File: src/rtl/game_pkg.sv
// Shared 2048 game constants: move direction codes, one-hot key bus values
// and the direction-to-key decode used by the key sequencer.
package game_pkg;

  localparam logic [1:0] DIR_UP    = 2'd0;
  localparam logic [1:0] DIR_DOWN  = 2'd1;
  localparam logic [1:0] DIR_LEFT  = 2'd2;
  localparam logic [1:0] DIR_RIGHT = 2'd3;

  localparam logic [3:0] KEY_UP    = 4'b1000;
  localparam logic [3:0] KEY_DOWN  = 4'b0100;
  localparam logic [3:0] KEY_LEFT  = 4'b0010;
  localparam logic [3:0] KEY_RIGHT = 4'b0001;
  localparam logic [3:0] KEY_NONE  = 4'b0000;

  typedef enum logic [1:0] {
    SEQ_IDLE    = 2'd0,
    SEQ_PRESS   = 2'd1,
    SEQ_RELEASE = 2'd2
  } seq_state_e;

  function automatic logic [3:0] dir_to_key(input logic [1:0] dir);
    logic [3:0] key;
    case (dir)
      DIR_UP:   key = KEY_UP;
      DIR_DOWN: key = KEY_DOWN;
      DIR_LEFT: key = KEY_LEFT;
      default:  key = KEY_RIGHT;
    endcase
    return key;
  endfunction

endpackage

File: src/rtl/key_sequencer_fifo.sv
// Small synchronous FIFO of 2-bit move codes feeding the key sequencer.
// Pushes while full and pops while empty are ignored.
module move_fifo #(
  parameter int DEPTH = 16,
  parameter int CW    = $clog2(DEPTH) + 1
) (
  input  logic          clk_game,
  input  logic          rst,
  input  logic          push,
  input  logic          pop,
  input  logic [1:0]    din,
  output logic [1:0]    dout,
  output logic [CW-1:0] count,
  output logic          full,
  output logic          empty
);
  localparam int AW = $clog2(DEPTH);

  logic [1:0]    mem [DEPTH];
  logic [AW-1:0] wr_ptr, rd_ptr;
  logic          push_ok, pop_ok;

  assign full    = (count == CW'(DEPTH));
  assign empty   = (count == '0);
  assign push_ok = push && !full;
  assign pop_ok  = pop && !empty;
  assign dout    = mem[rd_ptr];

  // Storage is not reset; the pointers and count define what is valid.
  always_ff @(posedge clk_game) begin
    if (push_ok) mem[wr_ptr] <= din;
  end

  // Pointers wrap naturally because DEPTH is a power of two.
  always_ff @(posedge clk_game or posedge rst) begin
    if (rst) begin
      wr_ptr <= '0;
      rd_ptr <= '0;
      count  <= '0;
    end else begin
      if (push_ok) wr_ptr <= wr_ptr + AW'(1);
      if (pop_ok)  rd_ptr <= rd_ptr + AW'(1);
      count <= count + CW'(push_ok) - CW'(pop_ok);
    end
  end

endmodule

File: src/rtl/key_sequencer.sv
// Replays queued moves on the one-hot key bus with press/hold/release timing;
// manual keys pass through (registered) while the sequencer is idle.
module key_sequencer
  import game_pkg::*;
#(
  parameter int DEPTH    = 16,
  parameter int HOLD_CYC = 4,
  parameter int GAP_CYC  = 4
) (
  input  logic                     clk_game,
  input  logic                     rst,
  input  logic                     wr_valid,
  input  logic [1:0]               wr_dir,
  output logic                     wr_ready,
  input  logic                     enable,
  input  logic [3:0]               manual_key,
  output logic [3:0]               key_out,
  output logic                     busy,
  output logic [$clog2(DEPTH):0]   count,
  output logic                     done
);
  localparam int CW   = $clog2(DEPTH) + 1;
  localparam int TMAX = (HOLD_CYC > GAP_CYC) ? HOLD_CYC : GAP_CYC;
  localparam int TW   = $clog2(TMAX + 1);

  seq_state_e    state;
  logic [TW-1:0] tmr;
  logic [1:0]    head;
  logic          push, start, fifo_full, fifo_empty;

  assign wr_ready = (count != CW'(DEPTH));
  assign push     = wr_valid && wr_ready;
  // A held manual key blocks a generated press from starting.
  assign start    = (state == SEQ_IDLE) && enable && !fifo_empty &&
                    (manual_key == KEY_NONE);

  move_fifo #(.DEPTH(DEPTH), .CW(CW)) u_fifo (
    .clk_game (clk_game),
    .rst      (rst),
    .push     (push),
    .pop      (start),
    .din      (wr_dir),
    .dout     (head),
    .count    (count),
    .full     (fifo_full),
    .empty    (fifo_empty)
  );

  always_ff @(posedge clk_game or posedge rst) begin
    if (rst) begin
      state   <= SEQ_IDLE;
      tmr     <= '0;
      key_out <= KEY_NONE;
      busy    <= 1'b0;
      done    <= 1'b0;
    end else begin
      done <= 1'b0;
      case (state)
        SEQ_IDLE: begin
          if (start) begin
            key_out <= dir_to_key(head);
            tmr     <= TW'(HOLD_CYC);
            busy    <= 1'b1;
            state   <= SEQ_PRESS;
          end else begin
            key_out <= manual_key;
            busy    <= 1'b0;
          end
        end
        SEQ_PRESS: begin
          if (tmr == TW'(1)) begin
            key_out <= KEY_NONE;
            tmr     <= TW'(GAP_CYC);
            state   <= SEQ_RELEASE;
          end else begin
            tmr <= tmr - TW'(1);
          end
        end
        SEQ_RELEASE: begin
          if (tmr == TW'(1)) begin
            busy  <= 1'b0;
            done  <= fifo_empty && !push;
            state <= SEQ_IDLE;
          end else begin
            tmr <= tmr - TW'(1);
          end
        end
        default: begin
          key_out <= KEY_NONE;
          busy    <= 1'b0;
          state   <= SEQ_IDLE;
        end
      endcase
    end
  end

  logic unused_full;
  assign unused_full = fifo_full;

endmodule

File: config.mk
export PLATFORM = sky130hd
export DESIGN_NAME = key_sequencer
export DESIGN_NICKNAME = d
export VERILOG_FILES = /design/src/rtl/game_pkg.sv /design/src/rtl/key_sequencer_fifo.sv /design/src/rtl/key_sequencer.sv
export SDC_FILE = /design/constraint.sdc
export NUM_CORES = 1
export LEC_CHECK = 0
export ABC_CLOCK_PERIOD_IN_PS = 4800
export BUFFER_PORTS_ARGS = -buffer_cell sky130_fd_sc_hd__clkbuf_2
export CAP_MARGIN = 30
export CORE_UTILIZATION = 40
export CTS_CLUSTER_DIAMETER = 100
export CTS_CLUSTER_SIZE = 16
export DETAILED_ROUTE_END_ITERATION = 10
export SYNTH_ARGS = -nofsm -noshare
export SYNTH_HDL_FRONTEND = slang
export SYNTH_HIERARCHICAL = 1
export SYNTH_SLANG_ARGS = --single-unit
File: constraint.sdc
create_clock -name clk_game -period 4.8 [get_ports clk_game]
set_input_delay 0.48 -clock clk_game [delete_from_list [all_inputs] [get_ports clk_game]]
set_output_delay 0.48 -clock clk_game [all_outputs]
set_load 0.01 [all_outputs]
---- Word level (Yosys, flattened, before mapping) ----
Memories as Yosys holds them, arrays and structs flattened.
Cells that the tools add are included.
storage, ports and cells
  register bits after elaboration ......... 24
  RAM bits ................................ 32
  input bits .............................. 10
  word-level logic and storage cells ...... 65
  memories kept ........................... 1
memories
  memory      words  width  read ports  clocked after Yosys merged registers in  write ports  line                      text
  u_fifo.mem  16     2      1           0                                        1            key_sequencer_fifo.sv:19  logic [1:0] mem [DEPTH];
operators by class
  $add $sub $neg .......................... 5
  equal/unequal tests ..................... 11
  muxes and demuxes ....................... 19
  bitwise operators ....................... 2
  reductions and logical operators ........ 19
operator list
  operator                                        count
  case mux 4 bit (3 select lines)                 2
  two-way mux 3 bit                               3
  case mux 3 bit (3 select lines)                 1
  adder 4 x 1 -> 4 bit (second input constant)    2
  two-way mux 4 bit                               2
  logical AND 1 bit                               7
  two-way mux 1 bit                               6
  two-way mux 2 bit                               3
  inequality test 2 bit (second input constant)   3
  case mux 2 bit (3 select lines)                 1
  AND reduction 3 bit                             2
  adder 5 x 1 -> 5 bit                            1
  == test 5 bit (second input constant)           1
  zero test 5 bit                                 1
  inequality test 5 bit (second input constant)   1
  subtractor 5 x 1 -> 5 bit                       1
  == test 2 x 1 -> 1 bit (second input constant)  2
  == test 2 bit (second input constant)           2
  zero test 2 bit                                 2
  zero test 4 bit                                 1
  AND reduction 2 bit                             2
  == test 3 x 1 -> 1 bit (second input constant)  1
  zero test 1 bit                                 3
  case mux 1 bit (3 select lines)                 1
  other kinds (4)                                 5

---- Logic depth before layout (Yosys ltp) ----
Gate-level depths: netlist of run 1.
  depth after elaboration ................. 6
  gate-level depth with buffers ........... 15
  mapped depth without buffers ............ 14

---- Modules after synthesis ----
The synthesis of run 1 kept the hierarchy.
by module, submodules not included
  module         instances  cells each  area each (µm²)  seq. area each (µm²)
  move_fifo      1          146         2,143.3          1,286.2
  key_sequencer  1          71          705.7            275.3

---- Worst setup path before layout of run 1 ----
OpenSTA, ideal clock, no wires.
  path type ............................... register -> register
  start ................................... reg u_fifo.count[2]
  end ..................................... reg u_fifo.count[4]
  library setup time ...................... 0.123 ns
  arrival time ............................ 3.006 ns
  required time ........................... 4.677 ns
  setup slack ............................. 1.671 ns
  stages on the path, launching flop included .. 16
  path buffers ............................ 1
  path through ............................ dfrtp_1 -> inv_1 -> ha_1 -> nor4b_2 -> or4b_4 -> nor4_4 -> nor2b_1 -> buf_2 -> ha_1 -> inv_1 -> ha_1 -> fa_1 -> a21oi_1 -> nor2_1 -> nor2_1 -> xnor2_1
on the way
  cells in the longest elaborated chain, start to end .. 6
  elaborated cells on any way between the ends .. 12
  classes of those cells .................. add/sub (2); eq/ne (2); reduce/logical (8)
RTL lines
  element                          line                      text
  from (decl)                      key_sequencer_fifo.sv:13  output logic [CW-1:0] count,
  from (signal assigned)           key_sequencer_fifo.sv:43  count <= count + CW'(push_ok) - CW'(pop_ok);
  zero test 5 bit                  key_sequencer_fifo.sv:24  assign empty = (count == '0);
  named net fifo_empty             key_sequencer.sv:29       logic push, start, fifo_full, fifo_empty;
  zero test 1 bit                  key_sequencer.sv:34       assign start = (state == SEQ_IDLE) && enable && !fifo_empty &&
  logical AND 1 bit (2 in series)  key_sequencer.sv:34
  named net start                  key_sequencer.sv:29
  logical AND 1 bit                key_sequencer_fifo.sv:26  assign pop_ok = pop && !empty;
  named net u_fifo.pop_ok          key_sequencer_fifo.sv:21  logic push_ok, pop_ok;
  subtractor 5 x 1 -> 5 bit        key_sequencer_fifo.sv:43
The timed path passes the listed nets, and every way through them passes these cells.
A chain may end at the register's enable or synchronous reset.

---- Final worst setup path of run 1 ----
  start ................................... reg u_fifo.count[2]
  end ..................................... reg u_fifo.count[4]
on the way
  cells in the longest elaborated chain, start to end .. 6
  elaborated cells on any way between the ends .. 12
  classes of those cells .................. add/sub (2); eq/ne (2); reduce/logical (8)
RTL lines
  element                          line
  zero test 5 bit                  key_sequencer_fifo.sv:24
  named net fifo_empty             key_sequencer.sv:29
  zero test 1 bit                  key_sequencer.sv:34
  logical AND 1 bit (2 in series)  key_sequencer.sv:34
  named net start                  key_sequencer.sv:29
  logical AND 1 bit                key_sequencer_fifo.sv:26
  subtractor 5 x 1 -> 5 bit        key_sequencer_fifo.sv:43
The timed path passes the listed nets, and every way through them passes these cells.

==> results of run 1 <==
==> synthesized netlist by cell type (2+ instances only) <==
cell type / n / area [sq um]
a221oi_1: 4 / 35.0
nand2_1: 8 / 30.0
dfrtp_1: 24 / 601
o21ai_0: 6 / 30.0
and2_1: 11 / 68.8
a22oi_1: 2 / 15.0
clkbuf_1: 3 / 11.3
mux2i_1: 11 / 110
xor2_1: 3 / 26.3
ha_1: 17 / 213
nand4_1: 2 / 12.5
nand2b_1: 3 / 18.8
nand3_1: 8 / 40.0
inv_1: 21 / 78.8
o221ai_1: 2 / 17.5
a21oi_1: 10 / 50.1
mux2_2: 2 / 22.5
xnor2_1: 7 / 61.3
mux4_1: 4 / 105
buf_6: 2 / 22.5
edfxtp_1: 32 / 961
nor2b_1: 3 / 18.8
nor4_1: 5 / 31.3
nor2_1: 7 / 26.3
==> area by class of cell <==
cell class                 instances  area [sq um]
clock buffer                       5          68.8
tap                               96           120
timing repair buffer              21           105
fill                             642          3660
multi-input combinational        132          1140
clock inverter                     3          90.1
inverter                          22          85.1
sequential                        56          1560
==> stage by stage <==
| step | instances | instance area, sq um | total power [W] |
|---|---|---|---|
| 6_report | 335 | 3170 | 0.00174 |
| 5_1_grt | 335 | 3170 | 0.00185 |
| 4_1_cts | 335 | 3170 | 0.00175 |
| 3_3_place_gp | 327 | 3020 | 0.00133 |
| 3_5_place_dp | 327 | 3020 | 0.00134 |
| 2_1_floorplan | 217 | 2850 | 0.00120 |
==> power breakdown <==
| group | switching (W) | internal (W) | leakage [nW] |
|---|---|---|---|
| clock network | 0.000152 | 0.000261 | 0.0784 |
| logic | 0.000305 | 0.000276 | 0.627 |
| registers | 0.000128 | 0.000615 | 0.588 |
| total | 0.000585 | 0.00115 | 1.29 |
==> cells by family after synthesis <==
| family | after synthesis | share of synthesized area [%] |
|---|---|---|
| AO/OA/AOI/OAI | 27 | 6.46 |
| XOR/XNOR | 10 | 3.07 |
| adder cells (fa/ha/maj) | 18 | 8.17 |
| buffers and inverters | 29 | 5.05 |
| flip-flops | 56 | 54.8 |
| multiplexers | 18 | 8.87 |
| AND/OR/NAND/NOR | 59 | 13.6 |
==> path summary, 6_finish.rpt <==
| kind | start | end | slack, ns |
|---|---|---|---|
| setup / recovery | u_fifo/count[2] | u_fifo/count[4] | 1.30 |
| hold / removal | rst | done | 0.16 |
| setup reg to reg | u_fifo/count[2] | u_fifo/count[4] | 1.30 |
| hold reg to reg | key_out[0] | key_out[0] | 0.51 |
| max in group asynchronous | rst | u_fifo/rd_ptr[3] | 4.28 |
| min in group clk_game | wr_valid | done | 0.44 |
==> routing by layer <==
metal	up-vias	track usage [%]
li1	816	-
met4	0	4.09
met3	4	3.33
met1	823	19.1
met2	20	23.1
met5	-	0
==> flip-flops by register name (all words and copies together) (netlist names) <==
| signal | count |
|---|---|
| done | 1 |
| u_fifo/wr_ptr | 4 |
| u_fifo/mem | 32 |
| u_fifo/count | 5 |
| busy | 1 |
| key_out | 4 |
| tmr | 3 |
| u_fifo/rd_ptr | 4 |
| state | 2 |
==> impl_metrics.json, run 1 <==
{
  "cap_violations": 0,
  "slew_headroom_pct": 42.5,
  "finalWirelength_um": 4890,
  "synth_edf_count": 32,
  "wl_met1_um": 2380,
  "start_kind": "register",
  "layout_common_cells": "edfxtp_1 (32), dfrtp_1 (24), inv_1 (21), clkbuf_2 (21), ha_1 (17)",
  "drtPass1Iterations": 4,
  "rsz0062_at_grt": "no",
  "finalCritPeriodShare_pct": 73.0,
  "via_count": 1663,
  "powerDensity_nw_per_um2": 547,
  "grt.overflow.total": 0,
  "synth_fp_nets": 245,
  "final_common_cell": "edfxtp_1",
  "gp_congestion": 0.799,
  "status": "completed",
  "fp.dieW_um": 86.4,
  "tritoncts": "done",
  "core_sq_um": 6830,
  "synth_ff_type": "edfxtp_1",
  "wl_per_cell_um": 14.6,
  "die_y_um": 86.4,
  "hold_violations": 0,
  "period_needed_ns": 3.50,
  "numCtsBuffers": 5,
  "slowest_stage": "or4b_4",
  "fin_util_pct": 46.5,
  "initial_core_util_pct": 41.7,
  "cts-resized-gates": 0,
  "fin_setup_tns_ns": 0,
  "worst_hold_slack_ns": 0.162,
  "track_usage_pct": 14.2,
  "path_clk_slew_ns": 0.10,
  "antenna_found_initial": 0,
  "clkSinkCount": 56,
  "slew_violations": 0,
  "drc": 0,
  "cpLargestDelayFamily": "simple AND/OR/NAND/NOR gates",
  "drive_gt1_share_pct": 18.4,
  "ios": 22,
  "required_ns": 5.04,
  "crit_chain": "inv_1 > ha_1 > nor4b_2 > or4b_4 > nor4_4 > nor2b_1 > ha_1 > inv_1 > ha_1 > fa_1 > a21oi_1 > nor2_1 > nor2_1 > xnor2_1",
  "fp-row-count": 30,
  "pre_cts_ws_ns": 1.34,
  "cp-end-kind": "register",
  "synth_cells": 217,
  "cpPeakStageDelay_ns": 0.59,
  "syn-cell-area_sq_um": 2850,
  "netlist-cell-type-count": 44,
  "post-cts-setup-buffers": 0,
  "async_reset_ff_share_pct": 42.9,
  "yosysSeqAreaShare_pct": 54.8,
  "p_leak_nw": 1.29,
  "nets": 266,
  "top_layer": "met4",
  "ant_nets": 0,
  "yosysWarnings": 6,
  "htree_levels": 2,
  "viasPerCell": 4.96,
  "post-dp-hpwl_um": 3670,
  "grt_max_degree": 18,
  "dieArea_sq_um": 7460,
  "crit_arrival_ns": 3.74,
  "vdd_drop_max_mv": 0.212,
  "postCtsHoldBufs": 0,
  "hold_class": "in2async",
  "syn_area_per_cell_sq_um": 13.1,
  "r2r_cells": 14,
  "fin_skew_ns": 0.0133,
  "grt_pass1_wl_um": 8000,
  "worst_slack_ns": 1.30,
  "clock_path_buffers": 2,
  "setup_viol": 0,
  "timing_worst_setup_path_type": "reg2reg",
  "crit_buf_inv": 2,
  "met3_length_um": 138,
  "dr_wl_met2_um": 2320,
  "dr.first_iter.drc_count": 42,
  "area_growth_pct": 11.4,
  "antenna_cells": 0,
  "ys_ff_latch": 56,
  "fmax_ghz": 0.285,
  "grt_pass1_vias": 1640,
  "insertion_delay_ns": 0.31,
  "cts_root_buffer": "clkbuf_8",
  "worst_pin_slew_ns": 0.862,
  "cp_max_fo": 5,
  "port_buffers": 21,
  "crit_path_frequent_cell": "ha_1",
  "crit_cells": 14
}
(Power assumes the default switching activity.)
==> run 2: changes to the inputs <==
Settings changed: ABC_CLOCK_PERIOD_IN_PS 4800 to 3400.
Clock period 4.8 ns to 3.4 ns, I/O delays scaled along.
==> run 2 against run 1 <==
Effect of this change: sequential power rose by 41%; die area unchanged; count of clock-buffer cells in the layout is 3 higher; sequential share of layout area grew 0.65 points; final area fell by 1.3%; global-route usage is 0.62 points higher; setup slack got worse by 1.0 ns; non-clock buffer count rose by 2; cell count grew 0.60%; clock skew fell by 0.0037 ns; critical endpoint unchanged; highest routed layer unchanged.
==> impl_metrics.json, run 2 (synthesis gave the netlist of run 1 again) <==
{
  "top_layer": "met4",
  "fp-row-count": 30,
  "placed_cells": 329,
  "slew_violations": 0,
  "finalWirelength_um": 5000,
  "post-dp-hpwl_um": 3670,
  "drc": 0,
  "vdd_drop_max_mv": 0.400,
  "fin_skew_ns": 0.00952,
  "dr.first_iter.drc_count": 92,
  "cp_max_fo": 4,
  "finalCritPeriodShare_pct": 92.2,
  "start_kind": "register",
  "cap_violations": 0,
  "dr_wl_met2_um": 2220,
  "antenna_cells": 0,
  "period_needed_ns": 3.13,
  "gp_congestion": 0.753,
  "nets": 268,
  "port_buffers": 21,
  "timing_worst_setup_path_type": "reg2reg",
  "drive_gt1_share_pct": 19.1,
  "slew_headroom_pct": 47.6,
  "core_sq_um": 6830,
  "largest_reg_flops": 32,
  "ant_nets": 0,
  "fp.dieW_um": 86.4,
  "track_usage_pct": 14.8,
  "hold_violations": 0,
  "rsz0062_at_grt": "no",
  "final_area_sq_um": 3130,
  "viasPerCell": 4.89,
  "tritoncts": "done",
  "p_leak_nw": 1.28,
  "placed_area_sq_um": 3030,
  "layout_common_cells": "edfxtp_1 (32), dfrtp_1 (24), inv_1 (21), clkbuf_2 (21), ha_1 (17)",
  "powerDensity_nw_per_um2": 717,
  "fillers": 663,
  "max_flop_register": "u_fifo/mem",
  "clkSinkCount": 56,
  "setup_viol": 0,
  "path_clk_slew_ns": 0.09,
  "grt_max_degree": 17,
  "worst_slack_ns": 0.266,
  "clock_path_buffers": 2,
  "insertion_delay_ns": 0.30,
  "fin_setup_tns_ns": 0,
  "die_y_um": 86.4,
  "r2r_setup_slack_ns": 0.27,
  "cp-end-kind": "register",
  "fmax_ghz": 0.319,
  "antenna_found_initial": 0,
  "wl_per_cell_um": 14.8,
  "drtPass1Iterations": 4,
  "grt.overflow.total": 0,
  "dieArea_sq_um": 7460,
  "crit_arrival_ns": 3.36,
  "pre_cts_ws_ns": 0.277,
  "numCtsBuffers": 5,
  "final_common_cell": "edfxtp_1",
  "grt_pass1_vias": 1609,
  "grt_pass1_wl_um": 8280,
  "required_ns": 3.63,
  "reg_top3": "u_fifo/mem: 32 flops, u_fifo/count: 5 flops",
  "area_growth_pct": 9.97,
  "worst_hold_slack_ns": 0.0172,
  "via_count": 1649,
  "met3_length_um": 122,
  "fin_cells": 337,
  "ios": 22,
  "hold_class": "in2async",
  "status": "completed",
  "wl_met1_um": 2590,
  "worst_pin_slew_ns": 0.787,
  "htree_levels": 2,
  "cts_root_buffer": "clkbuf_8",
  "post-cts-setup-buffers": 0,
  "initial_core_util_pct": 41.7
}
-- run 2: metrics by stage --
step                power [W]  util (%)
finish                0.00225      45.9
global route          0.00243      45.9
CTS                   0.00227      45.8
detailed placement    0.00188      44.4
global placement      0.00187      44.4
floorplan             0.00170         -
-- run 2: critical path: stages, from the launching register on --
cell and delay (ns):
dfrtp_1 0.40, inv_1 0.08, ha_1 0.21, nor4b_2 0.18, or4b_4 0.59, nor4_4 0.17, nor2b_2 0.21, ha_1 0.14
inv_1 0.04, ha_1 0.20, fa_1 0.40, a21oi_1 0.16, nor2_1 0.06, nor2_1 0.11, xnor2_1 0.12
-- run 2: final timing paths --
check | from | to | cells after the start
worst max-delay path | u_fifo/count[2] | u_fifo/count[4] | 14
max in group asynchronous | rst | u_fifo/wr_ptr[1] | 2
worst min-delay path | rst | state[1] | 2
min in group clk_game | wr_valid | done | 3
worst min register to register | key_out[0] | key_out[0] | 2
worst max register to register | u_fifo/count[2] | u_fifo/count[4] | 14
-- run 2: area by class of cell --
class / count / area [sq um] / share of cell area [%]
Multi-Input combinational cell: 132 / 1150 / 36.6
Tap cell: 96 / 120 / 3.83
Sequential cell: 56 / 1560 / 49.8
Clock buffer: 8 / 100 / 3.19
Inverter: 22 / 85.1 / 2.72
Timing Repair Buffer: 23 / 120 / 3.83
-- run 2: repair_timing --
action	4_1_cts	5_1_grt
setup endpoints to repair	0	1
gates resized for setup	0	1
hold buffers	0	0
-- run 2: power breakdown --
group	total [W]	leakage, nW	internal [W]	switching [W]
sequential	0.00105	0.588	0.000869	0.000182
clock	0.000382	0.0515	0.000186	0.000195
combinational	0.000814	0.638	0.000389	0.000426
total	0.00225	1.28	0.00144	0.000803
-- run 2: layer usage --
| metal | GRT usage (%) | up-vias |
|---|---|---|
| li1 | - | 825 |
| met1 | 21.4 | 800 |
| met2 | 22.6 | 19 |
| met3 | 2.95 | 5 |
| met4 | 4.55 | 0 |
| met5 | 0 | - |
